[src/rtl/video_source_arbiter_if.sv]
`default_nettype none
// ----------------------------------------------------------------------------
// video_source_arbiter_if : Avalon-ST Video beat bus, ready latency 1 | Rev 1.0
// ----------------------------------------------------------------------------
interface video_source_arbiter_if #(
    parameter int DATA_W = 24
);
    logic [DATA_W-1:0] data;
    logic              valid;
    logic              sop;
    logic              eop;
    logic              ready;

    modport master (output data, valid, sop, eop, input  ready);
    modport slave  (input  data, valid, sop, eop, output ready);
endinterface
`default_nettype wire

[src/rtl/video_source_arbiter.sv]
`default_nettype none
// ----------------------------------------------------------------------------
// video_source_arbiter : frame-boundary 2:1 Avalon-ST Video arbiter     | Rev 1.0
// ----------------------------------------------------------------------------
module video_source_arbiter #(
    parameter int DATA_W          = 24,
    parameter int FRAMES_PER_SLOT = 1
) (
    input  wire logic                  clk,
    input  wire logic                  reset_n,
    input  wire logic                  cfg_enable,
    input  wire logic                  cfg_mode,
    input  wire logic                  cfg_sel,
    video_source_arbiter_if.slave      s0,
    video_source_arbiter_if.slave      s1,
    video_source_arbiter_if.master     m,
    output logic                       active_src,
    output logic                       busy,
    output logic [15:0]                frame_count
);

    localparam logic [7:0] C_FPS = 8'(FRAMES_PER_SLOT);

    typedef enum logic [1:0] {
        ST_IDLE  = 2'd0,
        ST_PASS  = 2'd1,
        ST_DRAIN = 2'd2
    } state_t;

    state_t      r_state;
    logic        r_grant;
    logic        r_in_video;
    logic [7:0]  r_slot_cnt;
    logic        r_alt_ptr;
    logic [15:0] r_frame_count;

    logic [DATA_W-1:0] w_data;
    logic              w_valid;
    logic              w_sop;
    logic              w_eop;
    logic              w_fwd;
    logic              w_beat;
    logic              w_pass_rdy;
    logic              w_is_video_sop;
    logic              w_in_video_eff;
    logic              w_frame_done;
    logic [7:0]        w_slot_inc;
    logic              w_alt_flip;
    logic              w_alt_next;
    logic              w_target;
    logic              w_target_next;

    always_comb begin
        w_data  = r_grant ? s1.data  : s0.data;
        w_valid = r_grant ? s1.valid : s0.valid;
        w_sop   = r_grant ? s1.sop   : s0.sop;
        w_eop   = r_grant ? s1.eop   : s0.eop;
    end

    // Beats are forwarded in DRAIN too: they were requested by last cycle's ready.
    assign w_fwd      = (r_state != ST_IDLE);
    assign w_beat     = w_fwd & w_valid;
    assign w_pass_rdy = (r_state == ST_PASS) & m.ready;

    assign m.data  = w_fwd ? w_data : '0;
    assign m.valid = w_beat;
    assign m.sop   = w_fwd & w_sop;
    assign m.eop   = w_fwd & w_eop;

    assign s0.ready = w_pass_rdy & ~r_grant;
    assign s1.ready = w_pass_rdy &  r_grant;

    // A single-beat packet carries sop and eop together, so classify it on the fly.
    assign w_is_video_sop = w_sop & (w_data[3:0] == 4'd0);
    assign w_in_video_eff = w_sop ? w_is_video_sop : r_in_video;
    assign w_frame_done   = w_beat & w_eop & w_in_video_eff;

    assign w_slot_inc    = r_slot_cnt + 8'd1;
    assign w_alt_flip    = cfg_mode & (w_slot_inc == C_FPS);
    assign w_alt_next    = w_alt_flip ? ~r_grant : r_alt_ptr;
    assign w_target      = cfg_mode ? r_alt_ptr  : cfg_sel;
    assign w_target_next = cfg_mode ? w_alt_next : cfg_sel;

    always_ff @(posedge clk) begin
        if (!reset_n) begin
            r_state       <= ST_IDLE;
            r_grant       <= 1'b0;
            r_in_video    <= 1'b0;
            r_slot_cnt    <= 8'd0;
            r_alt_ptr     <= 1'b0;
            r_frame_count <= 16'd0;
        end else begin
            if (w_beat) begin
                if (w_sop) begin
                    r_in_video <= w_is_video_sop;
                end
                if (w_frame_done) begin
                    r_in_video    <= 1'b0;
                    r_frame_count <= r_frame_count + 16'd1;
                    r_slot_cnt    <= w_slot_inc;
                    if (w_alt_flip) begin
                        r_alt_ptr <= ~r_grant;
                    end
                end
            end

            case (r_state)
                ST_IDLE: begin
                    if (cfg_enable) begin
                        r_grant    <= w_target;
                        r_slot_cnt <= 8'd0;
                        r_state    <= ST_PASS;
                    end
                end
                ST_PASS: begin
                    if (w_frame_done && (!cfg_enable || (w_target_next != r_grant))) begin
                        r_state <= ST_DRAIN;
                    end
                end
                ST_DRAIN: begin
                    // A new packet already started by the current source keeps the grant.
                    if (w_beat && w_sop && !w_frame_done) begin
                        r_state <= ST_PASS;
                    end else begin
                        r_state <= ST_IDLE;
                    end
                end
                default: r_state <= ST_IDLE;
            endcase
        end
    end

    assign active_src  = r_grant;
    assign busy        = (r_state != ST_IDLE);
    assign frame_count = r_frame_count;

endmodule
`default_nettype wire

[src/flat_wrapper.sv]
// flat-port wrapper written by rule: the top's interface ports become plain ports
module video_source_arbiter_flat 
#(
    parameter int DATA_W          = 24,
    parameter int FRAMES_PER_SLOT = 1
)
  (clk, reset_n, cfg_enable, cfg_mode, cfg_sel, active_src, busy, frame_count, s0_data, s0_valid, s0_sop, s0_eop, s0_ready, s1_data, s1_valid, s1_sop, s1_eop, s1_ready, m_data, m_valid, m_sop, m_eop, m_ready);
  video_source_arbiter_if #(.DATA_W(DATA_W)) s0_i ();
  video_source_arbiter_if #(.DATA_W(DATA_W)) s1_i ();
  video_source_arbiter_if #(.DATA_W(DATA_W)) m_i ();
  input  wire logic clk;
  input  wire logic reset_n;
  input  wire logic cfg_enable;
  input  wire logic cfg_mode;
  input  wire logic cfg_sel;
  output logic active_src;
  output logic busy;
  output logic [15:0] frame_count;
  input wire logic [$bits(s0_i.data)-1:0] s0_data;
  input wire logic [$bits(s0_i.valid)-1:0] s0_valid;
  input wire logic [$bits(s0_i.sop)-1:0] s0_sop;
  input wire logic [$bits(s0_i.eop)-1:0] s0_eop;
  output wire logic [$bits(s0_i.ready)-1:0] s0_ready;
  input wire logic [$bits(s1_i.data)-1:0] s1_data;
  input wire logic [$bits(s1_i.valid)-1:0] s1_valid;
  input wire logic [$bits(s1_i.sop)-1:0] s1_sop;
  input wire logic [$bits(s1_i.eop)-1:0] s1_eop;
  output wire logic [$bits(s1_i.ready)-1:0] s1_ready;
  output wire logic [$bits(m_i.data)-1:0] m_data;
  output wire logic [$bits(m_i.valid)-1:0] m_valid;
  output wire logic [$bits(m_i.sop)-1:0] m_sop;
  output wire logic [$bits(m_i.eop)-1:0] m_eop;
  input wire logic [$bits(m_i.ready)-1:0] m_ready;
  assign s0_i.data = s0_data;
  assign s0_i.valid = s0_valid;
  assign s0_i.sop = s0_sop;
  assign s0_i.eop = s0_eop;
  assign s0_ready = s0_i.ready;
  assign s1_i.data = s1_data;
  assign s1_i.valid = s1_valid;
  assign s1_i.sop = s1_sop;
  assign s1_i.eop = s1_eop;
  assign s1_ready = s1_i.ready;
  assign m_data = m_i.data;
  assign m_valid = m_i.valid;
  assign m_sop = m_i.sop;
  assign m_eop = m_i.eop;
  assign m_i.ready = m_ready;
  video_source_arbiter #(.DATA_W(DATA_W), .FRAMES_PER_SLOT(FRAMES_PER_SLOT)) u_core (.clk(clk), .reset_n(reset_n), .cfg_enable(cfg_enable), .cfg_mode(cfg_mode), .cfg_sel(cfg_sel), .s0(s0_i), .s1(s1_i), .m(m_i), .active_src(active_src), .busy(busy), .frame_count(frame_count));
endmodule
[config.mk]
export PLATFORM = sky130hd
export DESIGN_NAME = video_source_arbiter_flat
export DESIGN_NICKNAME = d
export VERILOG_FILES = /design/src/rtl/video_source_arbiter_if.sv /design/src/rtl/video_source_arbiter.sv /design/src/flat_wrapper.sv
export SDC_FILE = /design/constraint.sdc
export NUM_CORES = 1
export LEC_CHECK = 0
export ABC_AREA = 1
export ABC_CLOCK_PERIOD_IN_PS = 1900
export CAP_MARGIN = 40
export CORE_ASPECT_RATIO = 0.8
export CORE_UTILIZATION = 39
export CTS_CLUSTER_SIZE = 8
export DETAILED_ROUTE_END_ITERATION = 8
export GPL_TIMING_DRIVEN = 0
export PLACE_DENSITY_LB_ADDON = 0.3
export SYNTH_ARGS = -nofsm -noshare
export SYNTH_HDL_FRONTEND = slang
export SYNTH_SLANG_ARGS = --single-unit
[constraint.sdc]
create_clock -name clk -period 1.9 [get_ports clk]
set_clock_uncertainty 0.05 [all_clocks]
set_input_delay 0.38 -clock clk [delete_from_list [all_inputs] [get_ports clk]]
set_output_delay 0.38 -clock clk [all_outputs]
set_load 0.005 [all_outputs]
Word level (Yosys, flattened, before mapping). Index checks and enable logic that the tools add are counted.

Reduce and logical (&&, ||, !) cells: 12. Bitwise logic cells: 11. Muxes and demuxes: 18. Eq/ne operators: 6. Add/subtract/negate cells: 2.

Operator list (count): $mux 24 (2); $mux 8 (4); $add 16x1->16 const B (1); $and 1x1->1 (10); $mux 1 (9); $add 8x1->8 const B (1); $eq 8x1->1 const B (1); $pmux 2 s3 (1); $reduce_and 2->1 (3); $logic_not 4->1 (1); $mux 2 (2); $ne 2x2->1 const B (2); $logic_and 1x1->1 (3); $eq 2x1->1 const B (1); $eq 2x2->1 const B (1); $logic_not 1->1 (2); $logic_not 2->1 (1); $reduce_bool 2->1 (1); $logic_or 1x1->1 (1); $ne 1x1->1 (1); $not 1->1 (1).

Bits of input ports: 60. Bits in registers: 29. Word-level logic and storage cells: 55. Output and inout port bits: 47.

Depth between registers and ports, before layout. Gate-level depths: netlist of run 1.

Depth after elaboration: 10. Depth in mapped cells: 16. Depth with buffers taken out: 16.

Worst setup path after synthesis of run 1. No wires, ideal clock.

Kind: reg2reg. From: reg u_core.r_grant, in the netlist u_core.active_src. To: reg u_core.r_frame_count[13], in the netlist u_core.frame_count[13]. Stages on the path, launching flop included: 17. Arrival: 1.642 ns. Slack: 0.092 ns. Period minus slack after synthesis: 1.808 ns. Buffers on the path: 1. Cell sequence: dfxtp_1 > inv_2 > buf_6 > nand2_1 > nand2_1 > nor2_1 > nand2_1 > nand2_1 > nand2_2 > nor2_8 > inv_2 > nor2_4 > nand3_2 > nor2_4 > nand4_1 > nand2_1 > a21oi_1.

Longest elaborated chain between the ends: 6.

Ends and longest elaborated chain: from (decl) (line video_source_arbiter.sv:31) `logic r_grant;`; from (signal assigned) (line video_source_arbiter.sv:110) `r_grant <= w_target;`; $mux 24 (line video_source_arbiter.sv:54) `w_data = r_grant ? s1.data : s0.data;`; $logic_not 4->1 (line video_source_arbiter.sv:74) `assign w_is_video_sop = w_sop & (w_data[3:0] == 4'd0);`; $and 1x1->1 (line video_source_arbiter.sv:74); $mux 1 (line video_source_arbiter.sv:75) `assign w_in_video_eff = w_sop ? w_is_video_sop : r_in_video;`; $and 1x1->1 (line video_source_arbiter.sv:76) `assign w_frame_done = w_beat & w_eop & w_in_video_eff;`; $reduce_and 2->1 (no source line) *; to (signal assigned) (line video_source_arbiter.sv:99) `r_frame_count <= r_frame_count + 16'd1;`; to (decl) (line video_source_arbiter.sv:35) `logic [15:0] r_frame_count;`.

Every way passes the cells marked *; elsewhere a longest branch is shown, timed or not. A chain may end at the register's enable or synchronous reset.

Worst setup path in the final report of run 1.
From: in s1_valid. To: reg u_core.r_frame_count[13], in the netlist u_core.frame_count[13].

Longest elaborated chain between the ends: 5.

Ends and longest elaborated chain: from (decl) (line flat_wrapper.sv:25) `input wire logic [$bits(s1_i.valid)-1:0] s1_valid;`; $mux 1 * (line video_source_arbiter.sv:55) `w_valid = r_grant ? s1.valid : s0.valid;`; $and 1x1->1 * (line video_source_arbiter.sv:62) `assign w_beat = w_fwd & w_valid;`; $and 1x1->1 (2 in series) (line video_source_arbiter.sv:76); $reduce_and 2->1 (no source line) *.

Marks and branches as above.

==> parameters.txt, run 1 <==
Parameter                              Value

GRT
  Vias in the first global route    between 2,000 and 2,500
  Global-route congestion overflow total    0
  Initial antenna violation count    0
  GRT Resource Usage Total    a little over a quarter
  Maximum number of pins on one net before global-route repair    11
  Global-route wire length before repair    between 10,000 and 15,000 um

Floorplan
  Die Y-Extent    65.1 um
  Number of standard-cell rows in the floorplan    22
  Initial Util    about two fifths
  Core region area    about 4700 sq um
  I/O pin count    107
  Overall die width    80.9 um
  Floorplan die area    around 5300 sq um

CTS
  Clock sink count    29
  Clock latency reported for the late side of the worst-skew pair    around 0.28 ns
  CTS clock-pin slew for the worst setup and hold paths    about 0.06 ns
  Maximum level of the CTS H-tree    2
  Worst-case clock buffer depth    2
  CTS buffer count    5
  Clock tree from TritonCTS    built
  CTS root buffer    clkbuf_8
  Post-CTS Hold Buffers    0

Critical path
  Required time of the critical path    2.07 ns
  Setup crit end kind    flop
  Crit path depth    13
  Critical Path Slowest Stage Cell    clkdlybuf4s50_1
  Crit Path Class    in -> reg
  Length in cells of the worst reg-to-reg path    15
  Arrival time at the worst endpoint    between 2 and 2.5 ns
  Top delay family on crit path    simple AND/OR/NAND/NOR gates
  Worst-path cell chain    clkdlybuf4s50_1 > o21ai_1 > nor2_2 > inv_2 > nor2_2 > inv_2 > nor2_8 > inv_4 > nor2_4 > nand3_2 > nor2_4 > nand4_1 > a21oi_1
  Type of element launching the critical path    primary input
  Combined buffer and inverter count along the critical path    4
  Slowest cell delay on critical path    approximately 0.46 ns
  Max FO, Critical Path    7

Layout
  Post-route standard cell area excluding fillers    around 3600 sq um
  Register Area    596 sq um
  Fillers    approximately 330
  Signed area change from the synthesized netlist to the final layout    85.9%
  Fraction of final layout cells sized beyond drive strength 1    25.5%
  Multi-input logic area    around 1400 sq um
  Total number of nets in the final design    around 520
  Final Util    around 77%
  Ant. Diodes    0

Synth
  Library cell with the largest summed area after synthesis    dfxtp_1
  Seq cells post-synth    29
  Unique cell type count in the Yosys netlist    35
  Sequential-to-total area share from yosys stat    29.9%
  Number of warning messages in the yosys log    0
  Total nets after synthesis    just under 400
  Number of instances in the synthesized netlist    between 300 and 400
  Area share of the leading cell type in the synthesized netlist    between 20 and 30%
  Netlist area before placement    slightly below 2000 sq um
  Main area contributors after synthesis    dfxtp_1 30%, nand2_1 20%, a21oi_1 12%
  Mean instance size in the synthesized netlist    about 6.0 sq um

Power and ir drop
  Worst IR drop on VDD    between 0.4 and 0.5 mV
  LEAKAGE    ~1.6 nW
  Power density of the placed cells    between 400 and 500 nW/um^2
  Switching fraction of total power    a little under 30%
  Switching power of the nets    approximately 0.00051 W
  Cell-internal power    0.00121 W
  Combinational Power Share    approximately 33%
  Proportion of power drawn by the clock network    around 31%
  Reg power frac    a little under two fifths

STA
  Pins Over Slew Limit    0
  Final worst setup slack    -0.172 ns
  Maximum operating frequency    between 400 and 500 MHz
  Hold slack    roughly 0.42 ns
  Endpoints failing hold    0
  Shortest period the worst path allows    between 2 and 2.5 ns
  RSZ-0062 raised after global routing    true
  Tightest Pin Transition    about 0.52 ns
  Final setup violation count    17
  Part of the cycle the worst path needs    109%
  Worst relative slew slack    65.4%

Detailed routing
  Average via count per standard cell    between 5 and 6
  DR DRC count    0
  Number of optimization iterations in the first detailed-route pass    4
  Number of nets still failing antenna checks after routing    0
  Final Routed Wirelength    between 7000 and 8000 um
  Vias post-DR    around 2,700
  Routed wire length per instance    approximately 15 um
  Number of DRC markers in iteration 0    between 150 and 200

Placement
  Area of placed instances    ~3000 sq um
  Port bufs    between 100 and 150
  Final RePlAce weighted congestion    0.834
  Estimated wirelength of the detail-placed design    approximately 4800 um

Outcome
  Failing checks    setup timing
  Run status    complete, but fails checks

Hold path
  Worst hold path type    reg -> reg
  WHS Path Cells    2

Flow run
  Maximum capacitance violations    0
[sequential cells by signal (all words and copies together) (netlist names)]
signal / cells
u_core.r_slot_cnt: 8
u_core.r_in_video: 1
u_core.r_state: 2
u_core.frame_count: 16
u_core.active_src: 1
u_core.r_alt_ptr: 1
[cell usage after synthesis]
master / instances
o21ai_1: 4
xnor2_1: 1
nor2_4: 2
nor2_1: 21
nor2_8: 1
buf_6: 1
inv_2: 5
nor3_1: 4
nand2_1: 103
clkinv_1: 3
nand3_2: 1
a211oi_1: 1
o31ai_1: 1
buf_1: 3
o2111ai_1: 1
o21ai_0: 13
nand2_2: 2
buf_2: 1
ha_1: 3
nand4_1: 8
nor4_1: 2
a21oi_1: 47
dfxtp_1: 29
xor2_1: 1
mux2i_1: 1
nor2_2: 1
nor3b_1: 1
o21a_1: 2
nand3_1: 14
clkbuf_1: 6
o211ai_1: 1
a41oi_1: 1
or2_2: 1
inv_1: 35
or2_1: 1
[worst min-delay path: stages, from the launching register on]
cell	delay, ns
dfxtp_1	0.31
inv_1	0.06
a21oi_1	0.05
[final cells by class]
cell class,count,area share [%]
clock buffers,7,2.39
multi-input cells,239,37.6
repair buffers,131,33.7
well taps,60,2.08
plain buffers,10,2.88
flip-flops and latches,29,16.5
inverters,43,4.82
[metal layers]
| layer | up-vias | share of wire, % | track usage [%] |
|---|---|---|---|
| li1 | 1317 | - | - |
| met5 | - | 0 | 0 |
| met1 | 1264 | 41 | 32.7 |
| met3 | 18 | 7.8 | 6.39 |
| met4 | 0 | 1.8 | 9.82 |
| met2 | 125 | 50 | 43.3 |
[power groups by stage]
stage	clock network (W)	logic (W)	registers, W
final	0.000524	0.000560	0.000631
after global routing	0.000558	0.000603	0.000632
after CTS	0.000520	0.000506	0.000630
after detailed placement	0	0.000472	0.000642
after global placement	0	0.000465	0.000642
after floorplan	0	0.000201	0.000640
[worst paths after layout]
check                       startpoint                     end  slack, ns
setup reg to reg     u_core.active_src  u_core.frame_count[13]      -0.14
hold / removal    u_core.r_slot_cnt[7]    u_core.r_slot_cnt[7]       0.42
hold reg to reg   u_core.r_slot_cnt[7]    u_core.r_slot_cnt[7]       0.42
setup / recovery              s1_valid  u_core.frame_count[13]      -0.17
[cells by family (layout without fill, tap and decap cells)]
group | count (synthesis) | in the layout | synth area share [%]
AOI/OAI and AO/OA | 71 | 71 | 19.3
xor gates and xnor gates | 2 | 2 | 0.902
adders and majority gates | 3 | 3 | 1.93
buffers and inverters | 54 | 191 | 10.9
DFF | 29 | 29 | 29.9
muxes | 1 | 1 | 0.515
and+or+nand+nor | 162 | 162 | 36.5
[through the flow]
step / TNS (ns) / total power (W) / std cells / setup WS [ns]
2_1_floorplan: 0 / 0.000842 / 322 / 0.0918
3_3_place_gp: -13.70 / 0.00111 / 488 / -0.448
3_5_place_dp: -14.96 / 0.00111 / 488 / -0.523
4_1_cts: -0.407 / 0.00166 / 512 / -0.102
5_1_grt: -4.25 / 0.00179 / 519 / -0.319
6_report: -1.17 / 0.00171 / 519 / -0.172
[layout by cell type, fill, tap and decap left out, drive strengths merged]
cell type | synthesis | layout
clkdlybuf4s15 | 0 | 6
xor2 | 1 | 1
nand4 | 8 | 8
clkdlybuf4s50 | 0 | 76
nor3b | 1 | 1
a211oi | 1 | 1
a21oi | 47 | 47
o211ai | 1 | 1
buf | 5 | 44
inv | 40 | 41
mux2i | 1 | 1
nor2 | 25 | 25
clkbuf | 6 | 13
o31ai | 1 | 1
or2 | 2 | 2
ha | 3 | 3
nor4 | 2 | 2
xnor2 | 1 | 1
nand2 | 105 | 105
dlygate4sd2 | 0 | 8
a41oi | 1 | 1
o2111ai | 1 | 1
o21a | 2 | 2
nor3 | 4 | 4
clkinv | 3 | 2
dfxtp | 29 | 29
o21ai | 17 | 17
dlymetal6s2s | 0 | 1
nand3 | 15 | 15
[repair_timing]
item / in CTS / in global routing
pin swaps: 11 / 27
resized for setup: 119 / 70
setup endpoints to repair: 49 / 44
buffers inserted: 16 / 8
cloned: 1 / 2
Power figures use the tool's default switching activity.
==> inputs of run 2 (changes only) <==
CTS_CLUSTER_SIZE = 20   (was 8)
==> results of run 2 <==
The final DEF is identical to that of run 1; final timing and power are the same.
